<file path="src/rtl/garage_door_ctrl_gen2.sv">
//------------------------------------------------------------------------------
// garage_door_ctrl_gen2 : edge-triggered multi-remote garage door controller
//   with obstruction reversal, travel-timeout fault and sensor-conflict fault.
// Optional autoclose of an idle open door: define GARAGE_AUTOCLOSE_EN.
// Revision: 1.0
//------------------------------------------------------------------------------
`default_nettype none
`timescale 1us/1ns

module garage_door_ctrl_gen2 #(
   parameter int NUM_REMOTES      = 2,
   parameter int TRAVEL_TIMEOUT   = 1000,
   parameter int REV_DWELL        = 4,
   parameter int AUTOCLOSE_CYCLES = 5000
) (
   input  logic                   CLK,
   input  logic                   RST,
   input  logic [NUM_REMOTES-1:0] Activate,
   input  logic                   UP_MAX,
   input  logic                   DOWN_MAX,
   input  logic                   OBSTRUCT,
   input  logic                   FAULT_CLR,
   output logic                   UP_M,
   output logic                   DOWN_M,
   output logic                   FAULT
);

   localparam int BASE_MAX = (TRAVEL_TIMEOUT > REV_DWELL) ? TRAVEL_TIMEOUT : REV_DWELL;
`ifdef GARAGE_AUTOCLOSE_EN
   localparam int TMR_MAX  = (AUTOCLOSE_CYCLES > BASE_MAX) ? AUTOCLOSE_CYCLES : BASE_MAX;
`else
   localparam int TMR_MAX  = BASE_MAX;
`endif
   localparam int TW = $clog2(TMR_MAX + 1);

   // Compare against N-1: the timer holds the number of cycles already
   // completed in the state, so the Nth cycle ends at this edge.
   localparam logic [TW-1:0] TRAVEL_LAST = TW'(TRAVEL_TIMEOUT - 1);
   localparam logic [TW-1:0] DWELL_LAST  = TW'(REV_DWELL - 1);
   localparam logic [TW-1:0] TMR_SAT     = {TW{1'b1}};
`ifdef GARAGE_AUTOCLOSE_EN
   localparam logic [TW-1:0] AUTO_LAST   = TW'(AUTOCLOSE_CYCLES - 1);
`endif

   localparam logic DIR_UP   = 1'b1;
   localparam logic DIR_DOWN = 1'b0;

   if (NUM_REMOTES < 1 || TRAVEL_TIMEOUT < 1 || REV_DWELL < 1 || AUTOCLOSE_CYCLES < 1)
   begin : g_bad_params
      $error("garage_door_ctrl_gen2: all parameters must be >= 1");
   end

   typedef enum logic [2:0] {
      ST_IDLE     = 3'd0,
      ST_MV_UP    = 3'd1,
      ST_MV_DN    = 3'd2,
      ST_REV_WAIT = 3'd3,
      ST_FAULT    = 3'd4
   } state_t;

   state_t                 state;
   state_t                 next_state;
   logic [NUM_REMOTES-1:0] act_q;
   logic [TW-1:0]          timer;
   logic                   last_dir;
   logic                   act_pulse;
   logic                   conflict;
   logic                   door_open;

   assign act_pulse = |(Activate & ~act_q);
   assign conflict  = UP_MAX & DOWN_MAX;
   assign door_open = UP_MAX & ~DOWN_MAX;

   always_ff @(posedge CLK) begin
      if (RST) begin
         state <= ST_IDLE;
         act_q <= '0;
      end else begin
         state <= next_state;
         act_q <= Activate;
      end
   end

   always_comb begin
      next_state = state;
      case (state)
         ST_IDLE: begin
            if (conflict) begin
               next_state = ST_FAULT;
            end else if (act_pulse) begin
               if (DOWN_MAX) begin
                  next_state = ST_MV_UP;
               end else if (UP_MAX) begin
                  if (!OBSTRUCT) begin
                     next_state = ST_MV_DN;
                  end
               end else begin
                  next_state = (last_dir == DIR_UP) ? ST_MV_DN : ST_MV_UP;
               end
`ifdef GARAGE_AUTOCLOSE_EN
            end else if (door_open && !OBSTRUCT && timer == AUTO_LAST) begin
               next_state = ST_MV_DN;
`endif
            end
         end
         ST_MV_UP: begin
            if (conflict) begin
               next_state = ST_FAULT;
            end else if (UP_MAX || act_pulse) begin
               next_state = ST_IDLE;
            end else if (timer == TRAVEL_LAST) begin
               next_state = ST_FAULT;
            end
         end
         ST_MV_DN: begin
            if (conflict) begin
               next_state = ST_FAULT;
            end else if (DOWN_MAX) begin
               next_state = ST_IDLE;
            end else if (OBSTRUCT) begin
               next_state = ST_REV_WAIT;
            end else if (act_pulse) begin
               next_state = ST_IDLE;
            end else if (timer == TRAVEL_LAST) begin
               next_state = ST_FAULT;
            end
         end
         ST_REV_WAIT: begin
            if (conflict) begin
               next_state = ST_FAULT;
            end else if (act_pulse) begin
               next_state = ST_IDLE;
            end else if (timer == DWELL_LAST) begin
               next_state = ST_MV_UP;
            end
         end
         ST_FAULT: begin
            if (FAULT_CLR) begin
               next_state = ST_IDLE;
            end
         end
         default: begin
            next_state = ST_IDLE;
         end
      endcase
   end

   always_ff @(posedge CLK) begin
      if (RST) begin
         timer <= '0;
      end else if (next_state != state) begin
         timer <= '0;
`ifdef GARAGE_AUTOCLOSE_EN
      end else if (state == ST_IDLE && (!door_open || OBSTRUCT || act_pulse)) begin
         timer <= '0;
`endif
      end else if (timer != TMR_SAT) begin
         timer <= timer + TW'(1);
      end
   end

   // An aborted reversal counts as a downward move, so the next command lifts.
   always_ff @(posedge CLK) begin
      if (RST) begin
         last_dir <= DIR_DOWN;
      end else if (next_state == ST_MV_UP && state != ST_MV_UP) begin
         last_dir <= DIR_UP;
      end else if (next_state == ST_MV_DN && state != ST_MV_DN) begin
         last_dir <= DIR_DOWN;
      end else if (state == ST_REV_WAIT && next_state == ST_IDLE) begin
         last_dir <= DIR_DOWN;
      end
   end

   assign UP_M   = (state == ST_MV_UP);
   assign DOWN_M = (state == ST_MV_DN);
   assign FAULT  = (state == ST_FAULT);

endmodule

`default_nettype wire

</file>
<file path="config.mk">
export PLATFORM = sky130hd
export DESIGN_NAME = garage_door_ctrl_gen2
export DESIGN_NICKNAME = d
export VERILOG_FILES = /design/src/rtl/garage_door_ctrl_gen2.sv
export SDC_FILE = /design/constraint.sdc
export NUM_CORES = 1
export LEC_CHECK = 0
export ABC_AREA = 1
export CORE_UTILIZATION = 60
export DETAILED_ROUTE_END_ITERATION = 10
export PLACE_DENSITY = 0.81
export SLEW_MARGIN = 20
export SYNTH_ARGS = -nofsm -noshare
export SYNTH_HDL_FRONTEND = slang
export SYNTH_SLANG_ARGS = --single-unit
</file>
<file path="constraint.sdc">
create_clock -name CLK -period 3 [get_ports CLK]
set_clock_uncertainty 0.2 [all_clocks]
set_input_delay 0.75 -clock CLK [delete_from_list [all_inputs] [get_ports CLK]]
set_output_delay 0.75 -clock CLK [all_outputs]
set_load 0.05 [all_outputs]
</file>
# ---- Word level (Yosys, flattened, before mapping)
# Cells that the tools add are included.
dict set report totals {
  ff_bits 16
  in_bits 8
  output_inout_bits 3
}
dict set report op_classes {
  n_addsub 1
  eq_ne 12
  mux 21
  bitwise 3
  reduce_logical 9
}
# cell n
set op_table {}
lappend op_table {{$mux 3} 16}
lappend op_table {{$pmux 3 s5} 1}
lappend op_table {{$add 10x1->10 const B} 1}
lappend op_table {{$eq 10x10->1 const B} 1}
lappend op_table {{$eq 10x2->1 const B} 1}
lappend op_table {{$ne 10x10->1 const B} 1}
lappend op_table {{$eq 3x2->1 const B} 3}
lappend op_table {{$eq 3x1->1 const B} 2}
lappend op_table {{$logic_not 3->1} 2}
lappend op_table {{$reduce_or 2->1} 2}
lappend op_table {{$eq 3x3->1 const B} 1}
lappend op_table {{$logic_and 1x1->1} 3}
lappend op_table {{$mux 1} 3}
lappend op_table {{$ne 3x1->1 const B} 1}
lappend op_table {{$ne 3x2->1 const B} 1}
lappend op_table {{$ne 3x3->1} 1}
lappend op_table {{$reduce_bool 3->1} 1}
lappend op_table {{$and 2x2->2} 1}
lappend op_table {{$mux 2} 1}
lappend op_table {{$not 2->2} 1}
lappend op_table {{$and 1x1->1} 1}
lappend op_table {{$logic_or 1x1->1} 1}

# ---- Depth between registers and ports, before layout
# Gate-level depths: netlist of run 1.
dict set report logic_depth {
  depth_word 13
  mapped_depth 13
  mapped_depth_nobuf 13
}

# ---- Worst setup path after synthesis of run 1
# No wires, ideal clock.
dict set report synth_timing {
  path_type {register to output}
  start {register state[2]}
  end {output port FAULT}
  arrival_ns 1.554
  required_ns 2.050
  setup_slack_ns 0.496
  stages_incl_launch_ff 3
  n_path_buf 0
  path_cell_list {dfxtp_1 -> inv_1 -> nor3_1}
}
dict set report synth_via {
  elab_chain_cells 1
}
# item line
set synth_rtl {}
lappend synth_rtl {{start, declared} 61} ;# state_t state;
lappend synth_rtl {{start signal, assigned} 79} ;# state <= next_state;
lappend synth_rtl {{$eq 3x3->1} 177} ;# assign FAULT = (state == ST_FAULT);
lappend synth_rtl {{end, declared} 25} ;# output logic FAULT
# Every way passes these cells.

# ---- Worst setup path after layout of run 1
# Same ends and word-level chain as after synthesis.

==> qor.yml, run 1 <==
post-route-cell-area_um2: 1270
slowest_stage: "sky130_fd_sc_hd__clkdlybuf4s50_1"
result_of_the_run: "complete, no violations"
grt_first_pass_wirelength_um: 3860
comb_power_share_pct: 26.4
viasPerCell: 5.26
netlist_top_cells_area: "sky130_fd_sc_hd__dfxtp_1 29%, sky130_fd_sc_hd__nand2_1 10%, sky130_fd_sc_hd__nor2_1 10%"
ys_seq_area_share_pct: 28.8
power.sequential.fraction_pct: 44.8
crit_chain: "inv_1 > nor3_1 > clkdlybuf4s50_1"
routed_wirelength_um: 2320
grt_start_max_net_pins: 11
crit_fanout: 8
post-cts-setup-buffer-count: 0
cell_family_with_most_cp_delay: "buffers and inverters"
period_share_pct: 94.6
ys.warnings.count: 0
power.share.switching_pct: 34.0
cts_resized: 0
post-synth-top-area-cell: "sky130_fd_sc_hd__dfxtp_1"
period_minus_slack_ns: 2.84
finalMaxSlewViolations: 0
netlist_area_um2: 1110
numClockSinks: 16
final_layout_size_suffix_gt1_share_pct: 12.9
cts_root_buffer: "sky130_fd_sc_hd__clkbuf_4"
postSynth.asyncResetShare_pct: 0
drt_iter0_markers: 37
tns_ns: 0
end_kind: "output pin"
clk_pin_slew_worst_paths_ns: 0.10
ant_nets: 0
placementRows: 15
vdd_drop_max_mv: 0.282
synth-seq-cells: 16
final_cell_mix: "31 x sky130_fd_sc_hd__nor2_1, 31 x sky130_fd_sc_hd__nand2_1, 29 x sky130_fd_sc_hd__inv_1, 16 x sky130_fd_sc_hd__dfxtp_1, 12 x sky130_fd_sc_hd__nand3_1"
postSynthAreaPerCell_um2: 6.42
worst-slew-pin-transition_ns: 0.622
cp.arrival_ns: 1.89
nNetsFinal: 196
cts.path.max_buffers: 2
chipHeight_um: 45.0
cts_tree: "yes"
buffers_and_inverters_on_the_worst_path: 2
post-route-drc-count: 0
hold_path.class: "reg2reg"
first_global_vias: 892
setup_repair_after_global_routing_missed_its_margin: "false"
cts.htree.levels: 1
die-area_um2: 2030
mappedNetlistNets: 182
clock_share_of_power_pct: 28.8
drv.max_cap_violation_count: 0
setup.worst_path.class: "reg2out"
postCtsHoldBufs: 0
p_int_uw: 349
number_of_antenna_violations_at_the_first_check_in_global_routing: 0
synth-edff-count: 0
antenna_cells: 0
clk_lat_worst_skew_ns: 0.30
numCtsBuffers: 3
die-width_um: 45.0
cp_slowest_stage_delay_ns: 0.83
drtPass1Iterations: 4
powerDensity_nw_per_um2: 417
power_spent_charging_and_discharging_nets_uw: 179
setup-violations-final: 0
top_area_cell_type_share_of_the_netlist_area_pct: 28.8
worstPathRequired_ns: 2.05
synthesis.instances: 173
fp.coreArea_um2: 1730
cp-start-kind: "flip-flop"
gp_congestion: 0.942
grt_util_all_layers_pct: 26.9
fmax_ghz: 0.352
grt_overflow_total: 0
hold_viol_final: 0
io-pin-count: 11
max-slew-margin-rel_pct: 58.1
place.detailed.hpwl_um: 1790
start_util_pct: 64.3
routed_wire_length_per_instance_um: 11.0
p_leak_nw: 0.570
io_buffers: 10
area_growth_pct: 14.0
route.vias.total: 1110
synthDistinctLibCells: 29
synth_flop_cell: "sky130_fd_sc_hd__dfxtp_1"
place_area_um2: 1230
==> power groups by stage <==
stage	Clock, mW	Sequential (mW)	Combinational (mW)
5_1_grt	0.169	0.238	0.154
4_1_cts	0.157	0.236	0.139
3_3_place_gp	0	0.241	0.138
3_5_place_dp	0	0.241	0.138
2_1_floorplan	0	0.237	0.106
6_report	0.152	0.236	0.139
==> logic make-up (layout without fill, tap and decap cells) <==
| group | count (synthesis) | count (layout) | share of synthesized area (%) |
|---|---|---|---|
| buf+inv | 34 | 47 | 11.8 |
| flops | 16 | 16 | 28.8 |
| compound gates | 17 | 17 | 10.8 |
| fa+ha+maj | 1 | 1 | 1.13 |
| xor+xnor | 7 | 7 | 5.52 |
| simple gates | 98 | 98 | 41.9 |
==> final cells by class <==
cell class                 count  area [um^2]
clock buffer                   4         36.3
fill                         144          460
inverter                      33          124
multi-input combinational    123          659
sequential                    16          320
tap                           25         31.3
timing repair buffer          10         95.1
==> routing by layer <==
metal	wire length (um)	share of wire, %	up-vias	track usage, %
li1	-	-	578	-
met1	1130	49	490	39.0
met2	985	43	37	36.5
met3	148	6.4	5	6.80
met4	47	2.0	0	13.3
met5	0	0	-	0
==> cell usage after synthesis (3+ instances only) <==
master,instances
sky130_fd_sc_hd__nand2_1,31
sky130_fd_sc_hd__nor2_1,31
sky130_fd_sc_hd__inv_1,29
sky130_fd_sc_hd__dfxtp_1,16
sky130_fd_sc_hd__nand3_1,12
sky130_fd_sc_hd__nand4_1,7
sky130_fd_sc_hd__xor2_1,7
sky130_fd_sc_hd__a21oi_1,5
sky130_fd_sc_hd__inv_2,4
sky130_fd_sc_hd__nor2_2,4
sky130_fd_sc_hd__nor3_1,4
sky130_fd_sc_hd__o21ai_0,3
==> sequential cells by signal, summed over array words and instances, names as in the netlist <==
signal and flops:
last_dir 1, timer 10, act_q 2, state 3
==> path summary, 6_finish.rpt <==
kind | start | end | slack, ns | cells after the start
worst min register to register | last_dir | last_dir | 0.32 | 4
worst max-delay path | state[2] | FAULT | 0.16 | 3
worst min-delay path | last_dir | last_dir | 0.32 | 4
worst max register to register | timer[0] | timer[3] | 0.99 | 12
==> stage by stage <==
| step | total power, mW | std cells | util [%] | hold WS (ns) | setup slack, ns |
|---|---|---|---|---|---|
| 2_1_floorplan | 0.343 | 173 | - | 0.287 | 0.496 |
| 5_1_grt | 0.561 | 211 | 73.3 | 0.346 | 0.0894 |
| 3_3_place_gp | 0.378 | 207 | 71.2 | 0.312 | 0.184 |
| 3_5_place_dp | 0.379 | 207 | 71.2 | 0.318 | 0.189 |
| 6_report | 0.528 | 211 | 73.3 | 0.322 | 0.162 |
| 4_1_cts | 0.532 | 211 | 73.3 | 0.332 | 0.165 |
==> tightest hold or removal path, stage by stage, from the launching register on <==
cell and delay [ns]:
sky130_fd_sc_hd__dfxtp_1 0.32, sky130_fd_sc_hd__inv_1 0.05, sky130_fd_sc_hd__nor2_1 0.03, sky130_fd_sc_hd__nand2_1 0.05, sky130_fd_sc_hd__nand2_1 0.04
Note: power is estimated with default switching activity, not from simulation.
==> run 2: changes to the inputs <==
- ABC_CLOCK_PERIOD_IN_PS: not set -> 3000
==> results of run 2 <==
No change in the layout: final DEF, timing and power equal those of run 1.
==> run 3: changes to the inputs <==
- ABC_AREA: 1 -> 0
- CORE_UTILIZATION: 60 -> 58
- PLACE_DENSITY: 0.81 -> 0.8
==> run 3 against run 2 <==
Effect of this change: via count is 16% lower; critical endpoint is now UP_M; first-iteration DRC count is 30% lower; combinational power is 33% lower; fmax is 3.0% lower; non-clock buffer count is 5 higher; critical path type unchanged; sequential power hardly changed.
==> qor.yml, run 3 <==
start_util_pct: 62.3
chipHeight_um: 42.5
totalPowerFinal_uw: 462
hold_path_depth: 2
cts_tree: "yes"
post-cts-setup-buffer-count: 0
met3WireLength_um: 155
grt_overflow_total: 0
drv.max_cap_violation_count: 0
place.detailed.hpwl_um: 1610
crit-reg2reg-launch: "timer[0]"
drt-met1-wl_um: 955
placementRows: 14
netlist_top_cells_area: "sky130_fd_sc_hd__dfxtp_1 34%, sky130_fd_sc_hd__nor2_1 7.5%, sky130_fd_sc_hd__nor2b_1 5.3%"
postLayoutCoreUtil_pct: 73.2
powerDensity_nw_per_um2: 414
final_layout_size_suffix_gt1_share_pct: 13.0
setup.worst_path.class: "reg2out"
area_growth_pct: 17.5
grt_start_max_net_pins: 11
slowest_stage: "sky130_fd_sc_hd__clkdlybuf4s50_1"
drt_iter0_markers: 26
ant_nets: 0
hold_viol_final: 0
routed_wirelength_um: 2110
io_buffers: 10
cts.htree.levels: 1
vdd_drop_max_mv: 0.379
mappedNetlistNets: 124
die-width_um: 42.5
grt_util_all_layers_pct: 25.5
fp.coreArea_um2: 1520
buffers_and_inverters_on_the_worst_path: 2
max-slew-margin-rel_pct: 63.6
cp-start-kind: "flip-flop"
fin_ws_ns: 0.0751
worstPathRequired_ns: 2.05
placement.setup.worst_slack_ns: -0.0847
synth_flop_cell: "sky130_fd_sc_hd__dfxtp_1"
top_area_cell_type_share_of_the_netlist_area_pct: 33.7
p_leak_nw: 0.401
reg2reg_to: "timer[3]"
end_kind: "output pin"
met2RoutedLength_um: 971
finalMaxSlewViolations: 0
top_layer: "met4"
antenna_cells: 0
grt_first_pass_wirelength_um: 3520
synthDistinctLibCells: 35
routed_wire_length_per_instance_um: 14.3
timing.reg2reg.setup_slack_ns: 0.61
drtPass1Iterations: 4
cts_root_buffer: "sky130_fd_sc_hd__clkbuf_4"
tns_ns: 0
period_share_pct: 97.5
crit_chain: "inv_1 > nor3_2 > clkdlybuf4s50_1"
period_minus_slack_ns: 2.92
synthesis.instances: 115
setup-violations-final: 0
min_to: "timer[1]"
io-pin-count: 11
cell_family_with_most_cp_delay: "buffers and inverters"
largest_register_ffs: 10
gp_congestion: 0.857
nNetsFinal: 141
ys_seq_area_share_pct: 33.7
cp_slowest_stage_delay_ns: 0.86
worst-slew-pin-transition_ns: 0.532
numClockSinks: 16
setup_repair_after_global_routing_missed_its_margin: "false"
largest_registers: "timer x10, state x3, act_q x2"
first_global_vias: 839
fillCellCount: 124
viasPerCell: 6.32
post-route-drc-count: 0
result_of_the_run: "complete, no violations"
clk_pin_slew_worst_paths_ns: 0.09
postSynthAreaPerCell_um2: 8.26
fmax_ghz: 0.342
clk_lat_worst_skew_ns: 0.28
holdCritStartpoint: "timer[1]"
cts_resized: 0
cp.arrival_ns: 1.97
fin_hold_ws_ns: 0.280
die-area_um2: 1800
crit_fanout: 6
route.vias.total: 929
netlist_area_um2: 950
synthTopCellsByCount: "19 x sky130_fd_sc_hd__nor2_1, 16 x sky130_fd_sc_hd__dfxtp_1, 9 x sky130_fd_sc_hd__nand2_1, 8 x sky130_fd_sc_hd__nor2b_1, 7 x sky130_fd_sc_hd__nand3_1"
timing.reg2reg.worst_path_depth: 7
number_of_antenna_violations_at_the_first_check_in_global_routing: 0
post-synth-top-area-cell: "sky130_fd_sc_hd__dfxtp_1"
largest-register: "timer"
hold_path.class: "reg2reg"
synth-seq-cells: 16
postSynth.asyncResetShare_pct: 0
most_frequent_cell_after_synthesis: "sky130_fd_sc_hd__nor2_1"
ys.warnings.count: 0
synth-edff-count: 0
postCtsHoldBufs: 0
numCtsBuffers: 3
most_common_cell_after_layout_fill_and_taps_aside: "sky130_fd_sc_hd__nor2_1"
cts.path.max_buffers: 2
final_cell_mix: "19 x sky130_fd_sc_hd__nor2_1, 16 x sky130_fd_sc_hd__dfxtp_1, 10 x sky130_fd_sc_hd__clkdlybuf4s50_1, 9 x sky130_fd_sc_hd__nand2_1, 8 x sky130_fd_sc_hd__nor2b_1"
==> run 3: cell types whose count changed in the layout (fill, tap and decap cells not counted), moves of 3 or more <==
cell	delta
sky130_fd_sc_hd__inv_1	-28
sky130_fd_sc_hd__nand2_1	-22
sky130_fd_sc_hd__nor2_1	-12
sky130_fd_sc_hd__nor2b_1	+7
sky130_fd_sc_hd__xor2_1	-7
sky130_fd_sc_hd__nand3_1	-5
sky130_fd_sc_hd__and3_1	+4
sky130_fd_sc_hd__inv_2	-4
sky130_fd_sc_hd__nor2_2	-4
sky130_fd_sc_hd__a211oi_2	+3
sky130_fd_sc_hd__and4_1	+3
sky130_fd_sc_hd__buf_4	+3
==> run 3: cells by family after synthesis <==
kind of cell               share of synthesized area, %
and+or+nand+nor                                    41.5
muxes                                              2.11
DFF                                                33.7
adders and majority gates                          1.32
xor gates and xnor gates                           1.84
AOI/OAI and AO/OA                                  16.2
buffers and inverters                              3.29
==> run 3: layout make-up <==
cell class	instances	area, um^2	share of cell area, %
timing repair buffer	15	138	12.3
multi-input combinational	95	598	53.6
clock buffer	4	36.3	3.25
inverter	1	3.75	0.336
tap	16	20.0	1.79
sequential	16	320	28.7
==> run 3: worst max-delay path by stage <==
stage / start / endpoint / slack [ns] / depth (start not counted)
floorplan: state[0] / timer[2] / 0.40 / 7
global placement: UP_MAX / timer[2] / -0.008 / 7
detailed placement: Activate[1] / timer[2] / -0.08 / 7
CTS: state[0] / UP_M / 0.08 / 3
global route: state[0] / UP_M / 0.02 / 3
finish: state[0] / UP_M / 0.08 / 3
==> run 3: report_power, final <==
| group | internal [mW] | total (mW) | switching (mW) |
|---|---|---|---|
| clock | 0.0738 | 0.136 | 0.0619 |
| sequential | 0.222 | 0.233 | 0.0112 |
| combinational | 0.0428 | 0.0933 | 0.0505 |
| total | 0.338 | 0.462 | 0.124 |
==> run 3: per-stage QoR <==
stage | area, um^2 | instances
final | 1120 | 147
after global routing | 1120 | 147
after CTS | 1120 | 147
after detailed placement | 1080 | 143
after global placement | 1080 | 143
after floorplan | 950 | 115
==> run 3: metal layers <==
metal  up-vias  GRT usage (%)
li1        460              -
met1       423           34.9
met2        40           38.8
met3         6           7.76
met4         0           6.88
met5         -              0
==> run 3: worst reg2reg max path, stage by stage (launching register included) <==
cell	delay [ns]
sky130_fd_sc_hd__dfxtp_1	0.38
sky130_fd_sc_hd__ha_1	0.25
sky130_fd_sc_hd__nor4b_1	0.26
sky130_fd_sc_hd__nand2_1	0.08
sky130_fd_sc_hd__o41ai_1	0.39
sky130_fd_sc_hd__and4_1	0.26
sky130_fd_sc_hd__a211o_1	0.35
sky130_fd_sc_hd__nor2_1	0.10
==> RTL change: new RTL, config.mk and constraints of run 3 <==
Add an input register stage for `Activate`, `UP_MAX`, `DOWN_MAX` and `FAULT_CLR`, without a reset; this delays them by one clock. The other inputs are not delayed to match.
--- a/src/rtl/garage_door_ctrl_gen2.sv
+++ b/src/rtl/garage_door_ctrl_gen2.sv
@@ -45,6 +45,18 @@
    localparam logic DIR_UP   = 1'b1;
    localparam logic DIR_DOWN = 1'b0;
 
+   logic [NUM_REMOTES-1:0] Activate_q;
+   logic UP_MAX_q;
+   logic DOWN_MAX_q;
+   logic FAULT_CLR_q;
+
+   always_ff @(posedge CLK) begin
+      Activate_q  <= Activate;
+      UP_MAX_q    <= UP_MAX;
+      DOWN_MAX_q  <= DOWN_MAX;
+      FAULT_CLR_q <= FAULT_CLR;
+   end
+
    if (NUM_REMOTES < 1 || TRAVEL_TIMEOUT < 1 || REV_DWELL < 1 || AUTOCLOSE_CYCLES < 1)
    begin : g_bad_params
       $error("garage_door_ctrl_gen2: all parameters must be >= 1");
@@ -67,9 +79,9 @@
    logic                   conflict;
    logic                   door_open;
 
-   assign act_pulse = |(Activate & ~act_q);
-   assign conflict  = UP_MAX & DOWN_MAX;
-   assign door_open = UP_MAX & ~DOWN_MAX;
+   assign act_pulse = |(Activate_q & ~act_q);
+   assign conflict  = UP_MAX_q & DOWN_MAX_q;
+   assign door_open = UP_MAX_q & ~DOWN_MAX_q;
 
    always_ff @(posedge CLK) begin
       if (RST) begin
@@ -77,7 +89,7 @@
          act_q <= '0;
       end else begin
          state <= next_state;
-         act_q <= Activate;
+         act_q <= Activate_q;
       end
    end
 
@@ -88,9 +100,9 @@
             if (conflict) begin
                next_state = ST_FAULT;
             end else if (act_pulse) begin
-               if (DOWN_MAX) begin
+               if (DOWN_MAX_q) begin
                   next_state = ST_MV_UP;
-               end else if (UP_MAX) begin
+               end else if (UP_MAX_q) begin
                   if (!OBSTRUCT) begin
                      next_state = ST_MV_DN;
                   end
@@ -106,7 +118,7 @@
          ST_MV_UP: begin
             if (conflict) begin
                next_state = ST_FAULT;
-            end else if (UP_MAX || act_pulse) begin
+            end else if (UP_MAX_q || act_pulse) begin
                next_state = ST_IDLE;
             end else if (timer == TRAVEL_LAST) begin
                next_state = ST_FAULT;
@@ -115,7 +127,7 @@
          ST_MV_DN: begin
             if (conflict) begin
                next_state = ST_FAULT;
-            end else if (DOWN_MAX) begin
+            end else if (DOWN_MAX_q) begin
                next_state = ST_IDLE;
             end else if (OBSTRUCT) begin
                next_state = ST_REV_WAIT;
@@ -135,7 +147,7 @@
             end
          end
          ST_FAULT: begin
-            if (FAULT_CLR) begin
+            if (FAULT_CLR_q) begin
                next_state = ST_IDLE;
             end
          end
Formal check against the unedited RTL: not equivalent (Yosys sat finds a counterexample within 4 cycles, from zero or initial values and one cycle with RST high).
==> RTL change against run 3 <==
Wire length increased by 2.2%; worst setup slack improved by 76 ps; final area increased by 8.0%; global-route usage decreased by 1.6 points; area after synthesis increased by 12%; sequential cell count increased by 5; total power increased by 15%; die area increased by 11%; largest power group unchanged; register-to-register slack got worse by 290 ps; critical path type unchanged; count of clock-buffer cells in the layout decreased by 1; worst hold slack improved by 5.7 ps.
==> RTL change: results (changes against run 3) <==
[metrics] Sequential Power Share: 0.581 (+0.077)
[metrics] largest driver fanout on the critical path: 13 (+7)
[metrics] number of distinct library cell variants in the gate-level netlist after synthesis: 43 (+23%)
[metrics] Filler Cell Count: 167 (+35%)
[metrics] number of H-tree levels: 1 (unchanged)
[metrics] longest individual stage delay on the worst path: 790 ps (-70 ps)
[metrics] static leakage: 0.445 nW (+11%)
[metrics] status: complete, no violations
[metrics] pwr/cell area: 442 nW/µm² (+6.8%)
[metrics] share of final-layout standard cells stronger than drive strength 1: 0.0889 (-0.0409)
[metrics] M1 WL: 977 µm (+2.3%)
[metrics] global-route track usage on met3: 0.0240 (-0.0536)
[metrics] Net Sw Power: 0.148 mW (+20%)
[metrics] mean number of vias per cell: 5.82 (-7.9%)
[metrics] met3 wire len: 54 µm (-65%)
[metrics] maximum VDD drop: 0.000326 V (-14%)
[metrics] global-route wire length before repair: 3500 µm (-0.60%)
[metrics] 1st-iter DRT viols: 23 (-12%)
[metrics] Slew headroom: 0.639 (+0.00228)
[metrics] Routability Congestion: 0.932 (+8.8%)
[metrics] layout net count: 145 (+2.8%)
[metrics] met1 routing resource usage after global routing: 0.280 (-0.0697)
[metrics] clock slew at the register clock pins of the worst setup and hold paths: 120 ps (+30 ps)
[metrics] fraction of synthesized cell area in xor and xnor cells: 0.0165 (-0.00192)
[metrics] metal2 WL: 1110 µm (+14%)
[metrics] Synth Net Count: 132 (+6.5%)
[metrics] placed wire-length estimate after detailed placement: 1610 µm (-0.20%)
[metrics] most frequent cells after synthesis: 21 x sky130_fd_sc_hd__dfxtp_1, 21 x sky130_fd_sc_hd__nor2_1, 7 x sky130_fd_sc_hd__nand2_1, 7 x sky130_fd_sc_hd__nand3_1, 5 x sky130_fd_sc_hd__o21ai_0
[metrics] proportion of power drawn by the clock network: 0.248 (-0.046)
[metrics] multiplexer share of the synthesized area: 0.00945 (-0.0116)
[metrics] met2 capacity usage during global routing: 0.441 (+0.0535)
[metrics] proportion of synthesized chip area in sequential cells: 0.397 (+0.0594)
[metrics] complex-gate fraction of the synthesized area: 0.168 (+0.00560)
[metrics] registers with the most flip-flops: timer (10), state (3)
[metrics] pin count of the biggest net entering global routing: 14 (+3)
[metrics] Avg WL per Cell: 13.5 µm (-6.1%)
[metrics] number of global-route vias before repair: 828 (-1.3%)
[metrics] share of synthesized cell area in full adder, half adder and majority cells: 0.0118 (-0.00137)
## RTL change: logic make-up after synthesis
logic type      count (synthesis)
flops                          21
fa+ha+maj                       1
xor+xnor                        2
mux                             1
compound gates                 24
simple gates                   69
buf+inv                         5
## RTL change: path summary, 6_finish.rpt
kind	from	end	slack (ps)	depth (start not counted)
setup reg to reg	timer[0]	timer[3]	320	7
hold / removal	Activate_q[1]	act_q[1]	290	1
hold reg to reg	Activate_q[1]	act_q[1]	290	1
setup / recovery	state[2]	FAULT	150	2
## RTL change: per-stage QoR
step	util	setup slack, ps	cell area, µm²	instances
6_report	0.698	151	1200	160
5_1_grt	0.698	63.4	1200	160
4_1_cts	0.696	55.8	1200	160
3_5_place_dp	0.680	37.3	1170	156
3_3_place_gp	0.680	70.0	1170	156
2_1_floorplan	-	400	1060	123
## RTL change: cell type report
type	instances	share of cell area
multi-input cells	97	0.502
flip-flops and latches	21	0.349
repair buffers	12	0.0976
well taps	25	0.0260
clock buffers	3	0.0187
clock inverters	1	0.00415
inverters	1	0.00312
